## config.mk

```make
export PLATFORM = sky130hd
export DESIGN_NAME = clock_keeper_flat
export DESIGN_NICKNAME = d
export VERILOG_FILES = /design/src/rtl/clock_keeper_if.sv /design/src/rtl/clock_keeper.sv /design/src/flat_wrapper.sv
export SDC_FILE = /design/constraint.sdc
export NUM_CORES = 1
export LEC_CHECK = 0
export CORE_UTILIZATION = 45
export DETAILED_ROUTE_END_ITERATION = 8
export GPL_TIMING_DRIVEN = 0
export PLACE_DENSITY_LB_ADDON = 0.2
export SYNTH_ARGS = -nofsm -noshare
export SYNTH_HDL_FRONTEND = slang
export SYNTH_SLANG_ARGS = --single-unit
```

## constraint.sdc

```tcl
create_clock -name clk -period 12 [get_ports clk]
set_clock_uncertainty 0.05 [all_clocks]
set_input_delay 1.8 -clock clk [delete_from_list [all_inputs] [get_ports clk]]
set_output_delay 1.8 -clock clk [all_outputs]
set_load 0.005 [all_outputs]
```

## src/rtl/clock_keeper_if.sv

```systemverilog
// Bundle of run/set controls and time-of-day outputs between the clock keeper and its users.
interface clock_keeper_if;
    logic       run;
    logic       hplus;
    logic       mplus;
    logic [7:0] hour_bcd;
    logic [7:0] min_bcd;
    logic [7:0] sec_bcd;
    logic       sec_tick;
    logic       hour_wrap;
    logic       day;

    modport master (
        output run, hplus, mplus,
        input  hour_bcd, min_bcd, sec_bcd, sec_tick, hour_wrap, day
    );

    modport slave (
        input  run, hplus, mplus,
        output hour_bcd, min_bcd, sec_bcd, sec_tick, hour_wrap, day
    );
endinterface

```

## src/rtl/clock_keeper.sv

```systemverilog
// Time-of-day keeper: prescaled seconds, BCD hh:mm:ss counters with set pulses, and day/night flag.
module clock_keeper #(
    parameter int CLK_DIV   = 1000,
    parameter int DAY_START = 6,
    parameter int DAY_END   = 22
) (
    input  logic           clk,
    input  logic           rst,
    clock_keeper_if.slave  bus
);
    localparam int PW = $clog2(CLK_DIV);

    logic [PW-1:0] presc;
    logic          tick;
    logic [7:0]    hour_q, min_q, sec_q;
    logic [7:0]    hour_d, min_d, sec_d;
    logic          tick_q, wrap_q, day_q;
    logic          wrap_d, day_d;
    logic          min_carry, min_wrap, hour_carry;
    logic [4:0]    hour_bin;

    function automatic logic [7:0] bcd_inc(input logic [7:0] v, input logic [7:0] top);
        if (v == top)
            return 8'h00;
        else if (v[3:0] == 4'd9)
            return {v[7:4] + 4'd1, 4'd0};
        else
            return v + 8'd1;
    endfunction

    always_comb begin
        tick       = bus.run && (presc == PW'(CLK_DIV - 1));
        sec_d      = sec_q;
        min_carry  = 1'b0;
        min_d      = min_q;
        min_wrap   = 1'b0;
        hour_d     = hour_q;
        wrap_d     = 1'b0;

        if (tick) begin
            min_carry = (sec_q == 8'h59);
            sec_d     = bcd_inc(sec_q, 8'h59);
        end

        // Carry is applied before the set pulse, so a wrap during a carry cycle counts as natural.
        if (min_carry) begin
            min_wrap = (min_q == 8'h59);
            min_d    = bcd_inc(min_q, 8'h59);
        end
        if (bus.mplus) begin
            min_wrap = min_wrap || (min_d == 8'h59);
            min_d    = bcd_inc(min_d, 8'h59);
        end
        hour_carry = min_carry && min_wrap;

        if (hour_carry) begin
            wrap_d = (hour_q == 8'h23);
            hour_d = bcd_inc(hour_q, 8'h23);
        end
        if (bus.hplus)
            hour_d = bcd_inc(hour_d, 8'h23);

        hour_bin = 5'(hour_d[7:4]) * 5'd10 + 5'(hour_d[3:0]);
        day_d    = (int'(hour_bin) >= DAY_START) && (int'(hour_bin) < DAY_END);
    end

    always_ff @(posedge clk or negedge rst) begin
        if (!rst) begin
            presc  <= '0;
            sec_q  <= 8'h00;
            min_q  <= 8'h00;
            hour_q <= 8'h00;
            tick_q <= 1'b0;
            wrap_q <= 1'b0;
            day_q  <= 1'b0;
        end else begin
            if (bus.run)
                presc <= tick ? '0 : presc + PW'(1);
            sec_q  <= sec_d;
            min_q  <= min_d;
            hour_q <= hour_d;
            tick_q <= tick;
            wrap_q <= wrap_d;
            day_q  <= day_d;
        end
    end

    assign bus.hour_bcd  = hour_q;
    assign bus.min_bcd   = min_q;
    assign bus.sec_bcd   = sec_q;
    assign bus.sec_tick  = tick_q;
    assign bus.hour_wrap = wrap_q;
    assign bus.day       = day_q;
endmodule
```

## src/flat_wrapper.sv

```systemverilog
// flat-port wrapper written by rule: the top's interface ports become plain ports
module clock_keeper_flat 
#(
    parameter int CLK_DIV   = 1000,
    parameter int DAY_START = 6,
    parameter int DAY_END   = 22
)
  (clk, rst, bus_run, bus_hplus, bus_mplus, bus_hour_bcd, bus_min_bcd, bus_sec_bcd, bus_sec_tick, bus_hour_wrap, bus_day);
  clock_keeper_if bus_i ();
  input  logic clk;
  input  logic rst;
  input wire logic [$bits(bus_i.run)-1:0] bus_run;
  input wire logic [$bits(bus_i.hplus)-1:0] bus_hplus;
  input wire logic [$bits(bus_i.mplus)-1:0] bus_mplus;
  output wire logic [$bits(bus_i.hour_bcd)-1:0] bus_hour_bcd;
  output wire logic [$bits(bus_i.min_bcd)-1:0] bus_min_bcd;
  output wire logic [$bits(bus_i.sec_bcd)-1:0] bus_sec_bcd;
  output wire logic [$bits(bus_i.sec_tick)-1:0] bus_sec_tick;
  output wire logic [$bits(bus_i.hour_wrap)-1:0] bus_hour_wrap;
  output wire logic [$bits(bus_i.day)-1:0] bus_day;
  assign bus_i.run = bus_run;
  assign bus_i.hplus = bus_hplus;
  assign bus_i.mplus = bus_mplus;
  assign bus_hour_bcd = bus_i.hour_bcd;
  assign bus_min_bcd = bus_i.min_bcd;
  assign bus_sec_bcd = bus_i.sec_bcd;
  assign bus_sec_tick = bus_i.sec_tick;
  assign bus_hour_wrap = bus_i.hour_wrap;
  assign bus_day = bus_i.day;
  clock_keeper #(.CLK_DIV(CLK_DIV), .DAY_START(DAY_START), .DAY_END(DAY_END)) u_core (.clk(clk), .rst(rst), .bus(bus_i));
endmodule
```

# --- Word-level counts from Yosys, hierarchy flattened ---
# Cells that the tools add are included.
word_totals:
  reg_bits: 37
  word_cells: 56
  output_inout_bits: 27
op_classes:
  eq_ne: 11
  mux: 19
  n_reduce_logical: 4
  order_cmp: 2
  n_addsub: 12
  multipliers: 1
op_table:
  columns: ["cell", "count"]
  rows:
  - ["$mux 8", 14]
  - ["$add 8x1->8 const B", 5]
  - ["$eq 8x7->1 const B", 3]
  - ["$add 4x1->4 const B", 5]
  - ["$eq 4x4->1 const B", 5]
  - ["$eq 8x6->1 const B", 2]
  - ["$add 10x1->10 const B", 1]
  - ["$eq 10x10->1 const B", 1]
  - ["$mux 10", 1]
  - ["$add 5x4->5", 1]
  - ["$ge 5x3->1 const B", 1]
  - ["$lt 5x5->1 const B", 1]
  - ["$mul 4x3->4 const B", 1]
  - ["$mux 1", 4]
  - ["$logic_and 1x1->1", 3]
  - ["$logic_or 1x1->1", 1]

# --- Logic depth before layout (Yosys ltp) ---
# Gate-level depths: netlist of the first run.
depth:
  ltp_word: 17
  depth_mapped: 31

# --- Least setup slack after synthesis of the first run ---
# No wires, ideal clock.
synth_timing:
  path_kind: "input to register"
  startpoint: "input bus_run"
  endpoint: "register u_core.day_q, in the netlist u_core.bus.day"
  path_slack_ns: 5.333
  arrival_ns: 6.537
  stages: 26
  required_ns: 11.870
  n_path_buf: 1
  cell_sequence: "and3_2 > nand3_4 > inv_4 > nand2_2 > clkbuf_1 > o41a_1 > inv_1 > ha_1 > o311a_4 > nand4b_4 > nand2_1 > nand2_1 > o21ai_0 > ha_1 > and2_1 > nand3_1 > a2111oi_0 > a21oi_1 > ha_1 > inv_1 > fa_1 > o21ai_0 > xnor2_1 > xnor2_1 > xnor2_1 > xnor2_1"
synth_via:
  elab_chain_len: 16
  word_cells_on_any_way: 21
  cone_classes: "add/sub: 3; mul: 1; order compare: 2; eq/ne: 3; mux: 8; reduce/logical: 4"
synth_lines:
  columns: ["item", "line", "rtl"]
  rows:
  - ["from (decl)", "flat_wrapper.sv:12", "input wire logic [$bits(bus_i.run)-1:0] bus_run;"]
  - ["$logic_and 1x1->1 *", "clock_keeper.sv:32", "tick = bus.run && (presc == PW'(CLK_DIV - 1));"]
  - ["$mux 1 *", "clock_keeper.sv:40", "if (tick) begin"]
  - ["$mux 8", "clock_keeper.sv:46", "if (min_carry) begin"]
  - ["$eq 8x7->1", "clock_keeper.sv:51", "min_wrap = min_wrap || (min_d == 8'h59);"]
  - ["$logic_or 1x1->1", "clock_keeper.sv:51", null]
  - ["$mux 1", "clock_keeper.sv:50", "if (bus.mplus) begin"]
  - ["$logic_and 1x1->1 *", "clock_keeper.sv:54", "hour_carry = min_carry && min_wrap;"]
  - ["$mux 8 *", "clock_keeper.sv:56", "if (hour_carry) begin"]
  - ["[... 2 more ...]", null, null]
  - ["$mux 8", "clock_keeper.sv:23", "if (v == top)"]
  - ["$mux 8 *", "clock_keeper.sv:60", "if (bus.hplus)"]
  - ["via u_core.hour_d[4]", "clock_keeper.sv:16", "logic [7:0] hour_d, min_d, sec_d;"]
  - ["$mul 4x3->4 *", "clock_keeper.sv:63", "hour_bin = 5'(hour_d[7:4]) * 5'd10 + 5'(hour_d[3:0]);"]
  - ["$add 5x4->5 *", "clock_keeper.sv:63", null]
  - ["$ge 5x3->1 / $lt 5x5->1 (equally long branches)", "clock_keeper.sv:64", "day_d = (int'(hour_bin) >= DAY_START) && (int'(hour_bin) < DAY_END);"]
  - ["$logic_and 1x1->1 *", "clock_keeper.sv:64", null]
  - ["via u_core.day_d", "clock_keeper.sv:18", "logic wrap_d, day_d;"]
  - ["to (signal assigned)", "clock_keeper.sv:84", "day_q <= day_d;"]
  - ["to (decl)", "clock_keeper.sv:17", "logic tick_q, wrap_q, day_q;"]
# The timed path passes the listed nets; every way through them passes the cells marked *.
# A chain may end at the register's enable or synchronous reset.

# --- Worst setup path in the final report of the first run ---
# Same ends and word-level chain as after synthesis.

==> results of run 1 <==
==> worst paths after layout <==
kind,start,endpoint,slack (ns),cells past startpoint
hold / removal,u_core.presc[2],u_core.presc[2],0.46,1
hold reg to reg,u_core.presc[2],u_core.presc[2],0.46,1
max in group asynchronous,rst,u_core.bus.min_bcd[0],10.30,2
setup reg to reg,u_core.bus.sec_bcd[1],u_core.bus.day,5.56,27
min in group asynchronous,rst,u_core.bus.hour_wrap,1.40,2
setup / recovery,bus_run,u_core.bus.day,4.09,27
==> layout make-up <==
cell class / count / area share (%)
inverter: 28 / 2.87
buffer: 9 / 1.30
multi-input combinational: 289 / 55.6
tap: 96 / 3.20
clock inverter: 3 / 1.83
clock buffer: 5 / 1.83
timing repair buffer: 32 / 8.66
sequential: 37 / 24.7
==> routing by layer <==
layer | routed length (um) | vias up
met5 | 0 | -
met4 | 85 | 0
met3 | 273 | 8
met2 | 3550 | 63
met1 | 3560 | 1369
li1 | - | 1409
==> sequential cells by signal, indices dropped and copies added (netlist names) <==
signal / count
u_core.bus.hour_bcd: 8
u_core.bus.sec_bcd: 8
u_core.presc: 10
u_core.bus.min_bcd: 8
u_core.bus.hour_wrap: 1
u_core.bus.day: 1
u_core.bus.sec_tick: 1
==> kinds of logic (layout without fill, tap and decap cells) <==
logic type / count (synthesis) / after routing
AND/OR/NAND/NOR: 147 / 147
adder cells (fa/ha/maj): 26 / 26
AO/OA/AOI/OAI: 92 / 92
multiplexers: 6 / 6
buffers and inverters: 37 / 77
flip-flops: 37 / 37
XOR/XNOR: 18 / 18
==> through the flow <==
| stage | total power [uW] | hold slack (ns) | utilization [%] | area (um^2) |
|---|---|---|---|---|
| detailed placement | 697 | 0.443 | 53.2 | 3620 |
| finish | 831 | 0.456 | 55.3 | 3750 |
| CTS | 837 | 0.459 | 55.3 | 3750 |
| global route | 907 | 0.471 | 55.3 | 3750 |
| floorplan | 559 | 0.409 | - | 3170 |
| global placement | 686 | 0.431 | 53.0 | 3600 |
==> placed cells by master, fill, tap and decap left out, types with 3 or more instances in the layout <==
master and n:
a211oi_1 5, a21boi_0 3, a21o_1 3, a21oi_1 17, a31oi_1 3, and2_1 4
and3_1 8, and3b_1 3, clkbuf_1 7, clkbuf_8 5, clkdlybuf4s50_1 30, dfrtp_1 37
ha_1 25, inv_1 27, mux2_2 4, nand2_1 41, nand2b_1 3, nand3_1 15
nand3b_1 4, nand4_1 5, nor2_1 24, nor2b_1 4, nor3_1 6, nor4_1 5
o21ai_0 17, o22ai_1 6, o31a_1 4, o31ai_1 5, or3_1 6, xnor2_1 11
xor2_1 7
==> power by group through the flow <==
stage	Combinational [uW]	Clock (uW)	Sequential (uW)
after floorplan	349	0	210
after global placement	468	0	218
after detailed placement	478	0	219
after CTS	481	139	217
after global routing	537	144	225
final	478	135	217
==> critical path: cells and delay by family <==
kind	cells	cell delay (ns)
adder cells (fa/ha/maj)	4	1.11
AND/OR/NAND/NOR	8	1.30
buffers and inverters	5	1.16
AO/OA/AOI/OAI	6	2.10
XOR/XNOR	4	0.61
==> results.sh, run 1 <==
export IMPL_hold_violations=0
export IMPL_gr_usage_met2_pct=35.7
export IMPL_worst_setup_path_type="primary input to flop"
export IMPL_grt_pass1_wl_um=12600
export IMPL_dpl_hpwl_um=5530
export IMPL_grt_util_met1_pct=28.1
export IMPL_synth_top_family_by_area="simple AND/OR/NAND/NOR gates"
export IMPL_synthMuxAreaShare_pct=2.05
export IMPL_yosys_area_share_simple_pct=26.4
export IMPL_netlist_area_um2=3170
export IMPL_dp_cells=491
export IMPL_tightest_slew_ns=0.819
export IMPL_synth_cells=363
export IMPL_clkSinkCount=37
export IMPL_post_cts_buffers=0
export IMPL_setup_viol=0
export IMPL_drt_iter0_markers=94
export IMPL_powerDensity_nw_per_um2=221
export IMPL_final_max_slew_viol_count=0
export IMPL_floorplan_rows=30
export IMPL_synth_edf_count=0
export IMPL_pre_cts_ws_ns=3.89
export IMPL_cp_arrival_ns=8.09
export IMPL_status="completed"
export IMPL_seq_area_frac_synth_pct=29.2
export IMPL_p_sw_share_pct=42.3
export IMPL_ys_seq_elements=37
export IMPL_finalCritPeriodShare_pct=65.9
export IMPL_switchingPower_uw=351
export IMPL_clkPwrFrac_pct=16.3
export IMPL_gr_usage_all_layers_pct=21.3
export IMPL_overflow=0
export IMPL_antenna_found_initial=0
export IMPL_drive_gt1_share_pct=9.18
export IMPL_ios=32
export IMPL_dr_pass1_iters=5
export IMPL_cts_clk_slew_worst_paths_ns=0.09
export IMPL_syn_num_nets=394
export IMPL_diodes=0
export IMPL_setup_ws_ns=4.09
export IMPL_finalCriticalPeriod_ns=7.91
export IMPL_crit_fanout=10
export IMPL_grt_busiest_layer="met2"
export IMPL_cts_tree="done"
export IMPL_wl_um=7460
export IMPL_final_cells=499
export IMPL_yosysMostFrequentCell="nand2_1"
export IMPL_hold_path_class="flop to flop"
export IMPL_globalRouteMet3Util_pct=3.37
export IMPL_cts_root_buffer="clkbuf_8"
export IMPL_synthTopCellsByArea="dfrtp_1 29%, ha_1 9.9%, nand2_1 4.9%, inv_1 3.2%, xnor2_1 3.0%"
export IMPL_fillerInstances=628
export IMPL_synth_compound_area_share_pct=22.0
export IMPL_synth_top_cell_area_share_pct=29.2
export IMPL_synthTopCellsByCount="41 x nand2_1, 37 x dfrtp_1, 27 x inv_1"
export IMPL_slew_headroom_pct=44.9
export IMPL_cts_hold_buf=0
export IMPL_dieArea_um2=7390
export IMPL_critPathSlowestCell="clkdlybuf4s50_1"
export IMPL_fp_dieW_um=86.0
export IMPL_synth_adder_area_share_pct=10.5
export IMPL_die_h_um=86.0
export IMPL_regArea_um2=926
export IMPL_synth_ff_type="dfrtp_1"
export IMPL_drv_cap=0
export IMPL_coreArea_um2=6790
export IMPL_clk_insertion_delay_late_ns=0.30
export IMPL_worst_setup_path_end_kind="flop"
export IMPL_rsz0062_at_grt="false"
export IMPL_p_comb_share_pct=57.6
export IMPL_initial_utilization_pct=46.7
export IMPL_port_buffers=31
export IMPL_num_vias=2849
export IMPL_area_growth_syn_to_layout_pct=18.4
export IMPL_p_int_uw=480
export IMPL_layout_nets=433
export IMPL_cpMostUsedCell="xnor2_1"
export IMPL_yosys_warnings=0
export IMPL_wire_per_inst_um=15.0
export IMPL_worst_ep_required_time_ns=12.18
export IMPL_multi_input_area_um2=2090
export IMPL_clockBufferDepth=2
export IMPL_cts_made_buffers=5
export IMPL_synth_xor_area_share_pct=4.97
export IMPL_post_cts_resized=0
export IMPL_grt_pass1_vias=2752
export IMPL_routabilityCongestion=0.864
export IMPL_startpoint_type="primary input"
export IMPL_drc=0
export IMPL_synth_async_reset_ratio_pct=100
export IMPL_cp_slowest_stage_delay_ns=0.57
export IMPL_finalSetupTns_ns=0
export IMPL_htreeDepth=2
export IMPL_final_antenna_net_count=0
export IMPL_yosys_cell_types_count=74
export IMPL_grt_start_max_net_pins=38
export IMPL_yosys_area_top_type="dfrtp_1"
export IMPL_synth_avg_cell_area_um2=8.74
export IMPL_ir_drop_uv=147
export IMPL_fmax_mhz=127
export IMPL_power_frac_seq_pct=26.2
export IMPL_avgViaCountPerCell=5.71
export IMPL_p_leak_uw=0.00156
No activity file was read; power rests on OpenSTA's default activity.
==> run 2, diff against run 1 <==
- clock period: 12 -> 8.05 ns (I/O delays scaled with it)
==> results of run 2 <==
The final DEF is identical to that of run 1. Status: completed.
Among the figures that moved: setup slack after placement 3.89 ns -> 0.537 ns; setup slack after layout 4.09 ns -> 0.737 ns; register-to-register setup slack 5.56 ns -> 1.61 ns; total power 831 uW -> 1240 uW; worst IR drop on VDD 147 uV -> 219 uV
